**config.mk**
```make
export PLATFORM = sky130hd
export DESIGN_NAME = lcd_host
export DESIGN_NICKNAME = d
export VERILOG_FILES = /design/src/rtl/lcd_host.sv
export SDC_FILE = /design/constraint.sdc
export NUM_CORES = 1
export LEC_CHECK = 0
export CAP_MARGIN = 20
export CORE_ASPECT_RATIO = 2
export CORE_MARGIN = 2
export CORE_UTILIZATION = 63
export CTS_CLUSTER_SIZE = 20
export DETAILED_ROUTE_END_ITERATION = 10
export PLACE_DENSITY = 0.81
export SLEW_MARGIN = 20
export SYNTH_ARGS = -nofsm -noshare
export SYNTH_HDL_FRONTEND = slang
export SYNTH_SLANG_ARGS = --single-unit
export TNS_END_PERCENT = 50
```
**constraint.sdc**
```tcl
create_clock -name clk -period 10.2 [get_ports clk]
set_input_delay 1.53 -clock clk [delete_from_list [all_inputs] [get_ports clk]]
set_output_delay 1.53 -clock clk [all_outputs]
set_load 0.03 [all_outputs]
```
**src/rtl/lcd_host.sv**
```systemverilog
`default_nettype none
// ============================================================================
//  Module      : lcd_host
//  Description : Host-side command sequencer for the 6x6 LCD window
//                controller. Accepts high-level ops from an upstream engine,
//                buffers a 36-pixel image for LOAD, issues the command to the
//                controller, streams the image, and collects the returned
//                3x3 window (bytes plus their sum) into output registers.
//
//  Ports
//    clk, reset          : clock; asynchronous active-high reset
//    op, op_valid        : upstream op request (0 REFLASH .. 5 DOWN)
//    op_ready            : host idle, op will be accepted
//    pix_in, pix_valid   : upstream raster-order pixels for LOAD
//    pix_ready           : host is collecting pixels
//    cmd, cmd_valid      : one-cycle command strobe to the controller
//    datain              : image stream to the controller after LOAD
//    busy                : controller busy
//    dataout,output_valid: window bytes returned by the controller
//    win_data, win_sum   : captured window bytes and their unsigned sum
//    win_valid           : one-cycle pulse when a window is complete
//    err                 : sticky error, cleared on the next accepted op
//
//  Revision    : 1.0  initial release
// ============================================================================
module lcd_host #(
    parameter int TIMEOUT = 255
) (
    input  logic        clk,
    input  logic        reset,
    input  logic [2:0]  op,
    input  logic        op_valid,
    output logic        op_ready,
    input  logic [7:0]  pix_in,
    input  logic        pix_valid,
    output logic        pix_ready,
    output logic [2:0]  cmd,
    output logic        cmd_valid,
    output logic [7:0]  datain,
    input  logic        busy,
    input  logic [7:0]  dataout,
    input  logic        output_valid,
    output logic [71:0] win_data,
    output logic [11:0] win_sum,
    output logic        win_valid,
    output logic        err
);

    typedef enum logic [2:0] {
        ST_IDLE    = 3'd0,
        ST_FILL    = 3'd1,
        ST_ISSUE   = 3'd2,
        ST_STREAM  = 3'd3,
        ST_WAIT_HI = 3'd4,
        ST_COLLECT = 3'd5,
        ST_DONE    = 3'd6
    } state_t;

    localparam logic [2:0] OP_LOAD   = 3'd1;
    localparam logic [2:0] OP_MAX    = 3'd5;
    localparam logic [5:0] LAST_PIX  = 6'd35;
    localparam logic [3:0] WIN_BYTES = 4'd9;
    // The counter starts at 0 on the issue cycle, so the limit is hit when
    // it reads TIMEOUT-1; the forced completion then lands TIMEOUT cycles
    // after cmd_valid.
    localparam logic [7:0] TMO_LAST  = 8'(TIMEOUT - 1);

    state_t      state_q;
    logic [2:0]  op_q;
    logic [5:0]  idx_q;
    logic [3:0]  cnt_q;
    logic [7:0]  tmo_q;
    logic [7:0]  pix_buf_q [36];

    logic        op_ready_q;
    logic        pix_ready_q;
    logic [2:0]  cmd_q;
    logic        cmd_valid_q;
    logic [7:0]  datain_q;
    logic [71:0] win_data_q;
    logic [11:0] win_sum_q;
    logic        win_valid_q;
    logic        err_q;

    // A returned byte is kept only while fewer than nine have been stored.
    logic        byte_take;
    logic [3:0]  cnt_d;
    logic [7:0]  tmo_d;
    logic        tmo_hit;

    assign byte_take = output_valid && (cnt_q != WIN_BYTES);
    assign cnt_d     = byte_take ? (cnt_q + 4'd1) : cnt_q;
    assign tmo_d     = (tmo_q == 8'hFF) ? tmo_q : (tmo_q + 8'd1);
    assign tmo_hit   = (tmo_q == TMO_LAST);

    // Pixel buffer carries no reset: its contents are only ever read after
    // a complete FILL has rewritten all 36 entries.
    always_ff @(posedge clk) begin
        if (state_q == ST_FILL && pix_valid) begin
            pix_buf_q[idx_q] <= pix_in;
        end
    end

    always_ff @(posedge clk or posedge reset) begin
        if (reset) begin
            state_q     <= ST_IDLE;
            op_q        <= 3'd0;
            idx_q       <= 6'd0;
            cnt_q       <= 4'd0;
            tmo_q       <= 8'd0;
            op_ready_q  <= 1'b1;
            pix_ready_q <= 1'b0;
            cmd_q       <= 3'd0;
            cmd_valid_q <= 1'b0;
            datain_q    <= 8'd0;
            win_data_q  <= 72'd0;
            win_sum_q   <= 12'd0;
            win_valid_q <= 1'b0;
            err_q       <= 1'b0;
        end else begin
            // Strobes and the stream byte fall back to 0 unless driven below.
            cmd_valid_q <= 1'b0;
            win_valid_q <= 1'b0;
            datain_q    <= 8'd0;

            case (state_q)
                ST_IDLE: begin
                    if (op_valid && op_ready_q) begin
                        op_q      <= op;
                        err_q     <= 1'b0;
                        win_sum_q <= 12'd0;
                        cnt_q     <= 4'd0;
                        idx_q     <= 6'd0;
                        tmo_q     <= 8'd0;
                        if (op > OP_MAX) begin
                            // Illegal op: flag it and stay idle, nothing issued.
                            err_q <= 1'b1;
                        end else if (op == OP_LOAD) begin
                            op_ready_q  <= 1'b0;
                            pix_ready_q <= 1'b1;
                            state_q     <= ST_FILL;
                        end else begin
                            op_ready_q <= 1'b0;
                            state_q    <= ST_ISSUE;
                        end
                    end
                end

                ST_FILL: begin
                    if (pix_valid) begin
                        idx_q <= idx_q + 6'd1;
                        if (idx_q == LAST_PIX) begin
                            pix_ready_q <= 1'b0;
                            state_q     <= ST_ISSUE;
                        end
                    end
                end

                ST_ISSUE: begin
                    if (!busy) begin
                        cmd_valid_q <= 1'b1;
                        cmd_q       <= op_q;
                        tmo_q       <= 8'd0;
                        idx_q       <= 6'd0;
                        state_q     <= (op_q == OP_LOAD) ? ST_STREAM : ST_WAIT_HI;
                    end else begin
                        // A controller stuck busy must not hang the host.
                        tmo_q <= tmo_d;
                        if (tmo_hit) begin
                            err_q       <= 1'b1;
                            win_valid_q <= 1'b1;
                            state_q     <= ST_DONE;
                        end
                    end
                end

                ST_STREAM: begin
                    datain_q <= pix_buf_q[idx_q];
                    idx_q    <= idx_q + 6'd1;
                    tmo_q    <= tmo_d;
                    if (tmo_hit) begin
                        err_q       <= 1'b1;
                        win_valid_q <= 1'b1;
                        state_q     <= ST_DONE;
                    end else if (idx_q == LAST_PIX) begin
                        state_q <= ST_WAIT_HI;
                    end
                end

                ST_WAIT_HI, ST_COLLECT: begin
                    // Bytes are captured in WAIT_HI as well so that a
                    // controller answering without raising busy first loses
                    // nothing.
                    if (byte_take) begin
                        for (int k = 0; k < 9; k++) begin
                            if (cnt_q == 4'(k)) begin
                                win_data_q[8*k +: 8] <= dataout;
                            end
                        end
                        win_sum_q <= win_sum_q + 12'(dataout);
                        cnt_q     <= cnt_d;
                    end else if (output_valid) begin
                        err_q <= 1'b1;
                    end
                    tmo_q <= tmo_d;
                    if (tmo_hit) begin
                        err_q       <= 1'b1;
                        win_valid_q <= 1'b1;
                        state_q     <= ST_DONE;
                    end else if (state_q == ST_WAIT_HI) begin
                        if (busy || output_valid) begin
                            state_q <= ST_COLLECT;
                        end
                    end else if (!busy) begin
                        win_valid_q <= 1'b1;
                        state_q     <= ST_DONE;
                        if (cnt_d != WIN_BYTES) begin
                            err_q <= 1'b1;
                        end
                    end
                end

                ST_DONE: begin
                    op_ready_q <= 1'b1;
                    state_q    <= ST_IDLE;
                end

                default: begin
                    op_ready_q  <= 1'b1;
                    pix_ready_q <= 1'b0;
                    state_q     <= ST_IDLE;
                end
            endcase
        end
    end

    assign op_ready  = op_ready_q;
    assign pix_ready = pix_ready_q;
    assign cmd       = cmd_q;
    assign cmd_valid = cmd_valid_q;
    assign datain    = datain_q;
    assign win_data  = win_data_q;
    assign win_sum   = win_sum_q;
    assign win_valid = win_valid_q;
    assign err       = err_q;

endmodule
`default_nettype wire

```
==> results of run 1 <==
==> per-stage QoR <==
stage	utilization [%]	power [mW]
detailed placement	69.98	3.485
finish	74.54	4.880
floorplan	-	2.957
global route	74.54	5.048
CTS	74.54	4.878
global placement	69.98	3.451
==> logic make-up (layout without fill, tap and decap cells) <==
family | count (synthesis) | after routing | synth area share (%)
adder cells (fa/ha/maj) | 16 | 16 | 1.226
buffers and inverters | 65 | 214 | 1.854
AND/OR/NAND/NOR | 226 | 226 | 6.612
multiplexers | 145 | 145 | 11.45
flip-flops | 412 | 412 | 69.39
AO/OA/AOI/OAI | 222 | 222 | 8.953
XOR/XNOR | 10 | 10 | 0.5171
==> power groups by stage <==
stage	clock network (mW)	registers (mW)	logic, mW
3_3_place_gp	0	2.11	1.34
4_1_cts	1.42	2.09	1.37
3_5_place_dp	0	2.12	1.36
5_1_grt	1.48	2.11	1.45
6_report	1.41	2.09	1.38
2_1_floorplan	0	2.29	0.672
==> layer usage <==
metal | global-route usage [%] | vias to the layer above
li1 | - | 4521
met1 | 33.67 | 5262
met2 | 54.79 | 639
met3 | 4.956 | 168
met4 | 18.79 | 0
met5 | 0 | -
==> layout make-up <==
cell class | count | area share (%)
clock buffers | 49 | 5.147
clock inverters | 13 | 0.9798
inverters | 11 | 0.2227
multi-input cells | 619 | 24.77
flip-flops and latches | 412 | 59.78
well taps | 344 | 2.189
repair buffers | 141 | 6.910
==> worst max-delay path, delay by kind of cell (launching register included) <==
family	cells	cell delay (ps)
DFF	1	790
buffers and inverters	1	580
and+or+nand+nor	3	2010
==> placed cells by master (no fill, tap or decap), types with 7 or more instances in the layout <==
master / synthesis / layout
a21oi_1: 39 / 39
dfrtp_1: 123 / 120
mux4_2: 26 / 26
o21ai_0: 48 / 48
clkbuf_16: 0 / 37
inv_1: 9 / 8
nor2_1: 67 / 67
clkbuf_1: 21 / 7
nand2_1: 69 / 69
a22oi_1: 18 / 18
a31oi_1: 12 / 12
o31ai_1: 7 / 7
and3_1: 9 / 9
clkdlybuf4s50_1: 0 / 122
mux2i_1: 13 / 13
and2_1: 7 / 7
a21o_1: 7 / 7
edfxtp_1: 288 / 288
ha_1: 15 / 15
mux2_4: 8 / 8
nor2b_1: 10 / 10
buf_4: 7 / 17
nor3_1: 7 / 7
mux2_2: 96 / 96
a221oi_1: 36 / 36
nand3_1: 8 / 8
a211oi_1: 14 / 14
==> state kept, by name (all words and copies together) (netlist names), 4 cells and up <==
name	cells
datain	8
win_data	72
cnt_q	4
win_sum	12
pix_buf_q	288
tmo_q	8
idx_q	6
==> final timing paths <==
check	cells after the start	slack (ps)	from	to
setup / recovery	4	6430	idx_q[2]$_DFFE_PP0P_	pix_buf_q[29][6]$_DFFE_PP_
hold / removal	1	500	win_data[23]$_DFFE_PP0P_	win_data[23]$_DFFE_PP0P_
setup reg to reg	4	6430	idx_q[2]$_DFFE_PP0P_	pix_buf_q[29][6]$_DFFE_PP_
hold reg to reg	1	500	win_data[23]$_DFFE_PP0P_	win_data[23]$_DFFE_PP0P_
max in group asynchronous	3	7380	reset	win_sum[2]$_DFFE_PP0P_
min in group asynchronous	2	1430	reset	tmo_q[7]$_DFFE_PP0P_
==> flow_summary.toml, run 1 <==
[grt]
antenna_found_initial = 0
grt_pass1_vias = 10630
track_usage_pct = 30.70
grt_first_pass_wirelength_um = 64430
overflow = 0
grt_max_degree = 77

[sta]
postLayoutSetupSlackWorst_ps = 6433
max_slew.worst_pin.slew_ps = 1116
setup_viol = 0
maxSlewHeadroom_pct = 25.42
rsz0062_at_grt = "no"
layout_min_cycle_time_ps = 3767
clock_skew_ps = 23.81
slew_violations = 0
finalSetupTns_ps = 0
hold_viol_final = 0
fmax_mhz = 265.5
hold_slack_ps = 504.4
period_share_pct = 36.93

[worst_hold_path]
hp-class = "reg2reg"

[detailed_routing]
drc = 0
wl_met3_um = 2878
via_count = 10590
top_layer = "met4"
ant_nets = 0
drtIter0Drc = 1279
post_drt_wl_per_cell_um = 26.78
drt-met1-wl_um = 13780
firstDrtPassIters = 6
viasPerCell = 6.665
dr_wl_met2_um = 22880
routed_wl_um = 42550

[die]
die-width_um = 119.9
boundaryPins = 125
fp.dieH_um = 235.9
die_area_sq_um = 28290
row_count = 84
core_area_sq_um = 26380
start_util_pct = 64.21

[pwr]
p_clk_share_pct = 28.9
combPwrFrac_pct = 28.3
ir_drop_v = 0.0001832
switchingPower_mw = 1.561
p_leak_nw = 7.110
p_seq_share_pct = 42.9
switching_share_pct = 31.99
power_density_nw_per_um2 = 248.2
internal_power_mw = 3.319

[cells_and_area]
multiInputGateArea_sq_um = 4871
ff_latch_area_sq_um = 11760
drive_gt1_share_pct = 17.75
final-instance-count-excl-fill = 1589
antenna_cells = 0
syn_to_final_growth_pct = 16.10
design_area_sq_um = 19670
fin_nets = 1261
fillCellCount = 1610

[worst_setup_path]
cp_slowest_stage_delay_ps = 810
crit_required_ps = 10360
cp_max_fo = 45
cp.arrival_ps = 3930
path_cells = "buf_4 -> nor2b_1 -> nand2_1 -> nor2_1"
criticalPathCategory = "reg2reg"
slowest_stage = "nor2b_1"
critPathLaunchType = "flop"
endpoint_kind = "flop"

[placed_design]
dpl.cell_count = 1527
port_buffers = 124
place_area_sq_um = 18460
gp_congestion = 1.018
place_ws_ps = 5969
dp_hpwl_um = 28350

[logic_synthesis]
synth_edf_count = 288
synth_top_area_share_pct = 51.06
ys_ff_latch = 412
synth_area_leader_cell = "edfxtp_1"
synth_cell_type_count = 74
yosysMostFrequentCell = "edfxtp_1"
async_flop_share_pct = 30.10
synthFlopType = "edfxtp_1"
synthTopCellsByArea = "edfxtp_1 (51%), dfrtp_1 (18%), mux2_2 (6.4%)"
seq_area_frac_synth_pct = 69.39
netlist_area_sq_um = 16940
syn_nets = 1137
netlist_instances = 1096
synthTopCellsByCount = "edfxtp_1 (288), dfrtp_1 (123), mux2_2 (96)"
synth_area_per_cell_sq_um = 15.45
ys.warnings.count = 0

[flow_run]
maxCapViolCount = 0

[clock_network]
clk_latency_ps = 540
clk_path_buf_depth = 3
cts.sinks = 412
cts.htree.levels = 2
numCtsBuffers = 35
holdBufCountCts = 0
post_cts_buffers = 0
clk_pin_slew_ps = 70
cts-root-buf = "clkbuf_16"
cts_resized = 0
cts_tree = "done"

[run_status]
outcome = "complete, no violations"
Power figures use the tool's default switching activity.
==> inputs of run 2 (changes only) <==
- CORE_UTILIZATION: 63 -> 53
- PLACE_DENSITY: 0.81 -> 0.72
- clock period: 10.2 -> 3.4 ns (I/O delays scaled with it)
==> run 2 against run 1 <==
Against the previous run: core utilization shrank 9.9 points; sequential power grew to 3.0 times the previous value; power grew to 3.1 times the previous value; worst hold slack lost 210 ps; die area grew 18%; clock power grew to 3.2 times the previous value; sequential share of layout area shrank 2.1 points; count of clock-buffer cells in the layout grew 3; register-to-register slack lost 5800 ps; maximum frequency grew 34%; largest power group unchanged; highest routed layer unchanged.
==> flow_summary.toml, run 2 (synthesis gave the netlist of run 1 again) <==
[placed_design]
port_buffers = 124
gp_congestion = 0.9366
dp_hpwl_um = 31700
place_area_sq_um = 19060

[sta]
hold_slack_ps = 290.0
hold_viol_final = 0
setup_viol = 0
fmax_mhz = 355.3
max_slew.worst_pin.slew_ps = 1023
period_share_pct = 82.78
layout_min_cycle_time_ps = 2814
clock_skew_ps = 26.86
finalSetupTns_ps = 0
slew_violations = 0
maxSlewHeadroom_pct = 31.52
rsz0062_at_grt = "no"

[grt]
grt_first_pass_wirelength_um = 67140
antenna_found_initial = 0
grt_max_degree = 79
track_usage_pct = 27.48
overflow = 0
grt_pass1_vias = 10920

[detailed_routing]
routed_wl_um = 45000
viasPerCell = 6.110
drc = 0
post_drt_wl_per_cell_um = 25.97
firstDrtPassIters = 5
ant_nets = 0
drtIter0Drc = 1034
via_count = 10590

[worst_setup_path]
cp.arrival_ps = 2970
crit_required_ps = 3560
slowest_stage = "dfrtp_2"
criticalPathCategory = "reg2reg"
critPathLaunchType = "flop"
cp_slowest_stage_delay_ps = 760
cp_max_fo = 23
path_cells = "buf_4 -> and2_1 -> nand2_1 -> nor2_1"
endpoint_kind = "flop"
r2r_slack_ps = 590
regToRegStartpoint = "idx_q[1]$_DFFE_PP0P_"
reg2reg_to = "pix_buf_q[14][5]$_DFFE_PP_"
worst-r2r-cell-count = 4

[pwr]
p_leak_nw = 7.475
power_density_nw_per_um2 = 739.5
ir_drop_v = 0.0004969

[worst_hold_path]
hp-class = "in2async"

[cells_and_area]
final_cell_mix = "edfxtp_1 (288), clkdlybuf4s50_1 (124), dfrtp_1 (120)"
antenna_cells = 0
layout_commonest_cell = "edfxtp_1"
fillCellCount = 2359
fin_nets = 1323
largest_reg_flops = 288
top_register = "pix_buf_q"
drive_gt1_share_pct = 21.53
design_area_sq_um = 20380
syn_to_final_growth_pct = 20.34
fin_util_pct = 64.63

[die]
row_count = 92
core_area_sq_um = 31540
start_util_pct = 53.70
die_area_sq_um = 33490
die-width_um = 130.4
boundaryPins = 125
fp.dieH_um = 256.8

[clock_network]
numCtsBuffers = 37
holdBufCountCts = 0
cts-root-buf = "clkbuf_16"
cts.sinks = 412
clk_latency_ps = 550
cts_tree = "done"
cts_resized = 0
clk_pin_slew_ps = 60
clk_path_buf_depth = 3
cts.htree.levels = 2
post_cts_buffers = 0

[run_status]
outcome = "complete, no violations"

[flow_run]
maxCapViolCount = 0
==> run 2: changes by cell type in the layout (fill, tap and decap cells not counted), sizes merged <==
cell | previous run | this run
clkinv | 9 | 7
clkinvlp | 0 | 2
clkbuf | 49 | 52
bufinv | 5 | 6
inv | 10 | 11
buf | 19 | 77
clkdlybuf4s50 | 122 | 124
==> run 2: how the worst max path moves through the flow <==
stage                                     from                         end  cells past startpoint
after floorplan           idx_q[0]$_DFFE_PP0P_   pix_buf_q[0][0]$_DFFE_PP_                      7
after global placement              dataout[0]     win_sum[10]$_DFFE_PP0P_                      8
after detailed placement             pix_valid  pix_buf_q[12][5]$_DFFE_PP_                      5
after CTS                 idx_q[1]$_DFFE_PP0P_  pix_buf_q[14][2]$_DFFE_PP_                      4
after global routing      idx_q[1]$_DFFE_PP0P_  pix_buf_q[14][5]$_DFFE_PP_                      4
final                     idx_q[1]$_DFFE_PP0P_  pix_buf_q[14][5]$_DFFE_PP_                      4
==> run 2: routing by layer <==
| metal | vias to the layer above | global-route usage [%] | share of wire, % |
|---|---|---|---|
| li1 | 4642 | - | - |
| met1 | 5302 | 28.90 | 33 |
| met2 | 503 | 50.54 | 54 |
| met3 | 142 | 4.006 | 6.0 |
| met4 | 0 | 16.22 | 6.7 |
| met5 | - | 0 | 0 |
==> run 2: power by group <==
group | leakage [nW] | switching [mW] | internal [mW]
Combinational | 2.59 | 2.53 | 1.75
Sequential | 4.25 | 0.444 | 5.83
Clock | 0.642 | 1.82 | 2.70
==> run 2: layout make-up <==
type                            count  area (sq um)  share of cell area [%]
Clock buffer                       52          1084                   5.316
Clock inverter                     15         236.5                   1.160
Inverter                           11         45.04                  0.2210
Multi-Input combinational cell    619          4873                   23.91
Sequential cell                   412         11760                   57.69
Tap cell                          423         529.3                   2.597
Timing Repair Buffer              201          1857                   9.109
==> run 2: per-stage QoR <==
stage	power (mW)	worst slack (ps)	cells
3_3_place_gp	10.56	524.7	1666
2_1_floorplan	8.873	1086	1096
6_report	15.07	585.6	1733
5_1_grt	15.64	499.8	1733
4_1_cts	15.14	666.3	1733
3_5_place_dp	10.64	553.8	1666
==> run 2: worst max-delay path, delay by kind of cell, from the launching register on <==
kind,cells,cell delay (ps)
buf+inv,1,320
simple gates,3,1350
flops,1,760
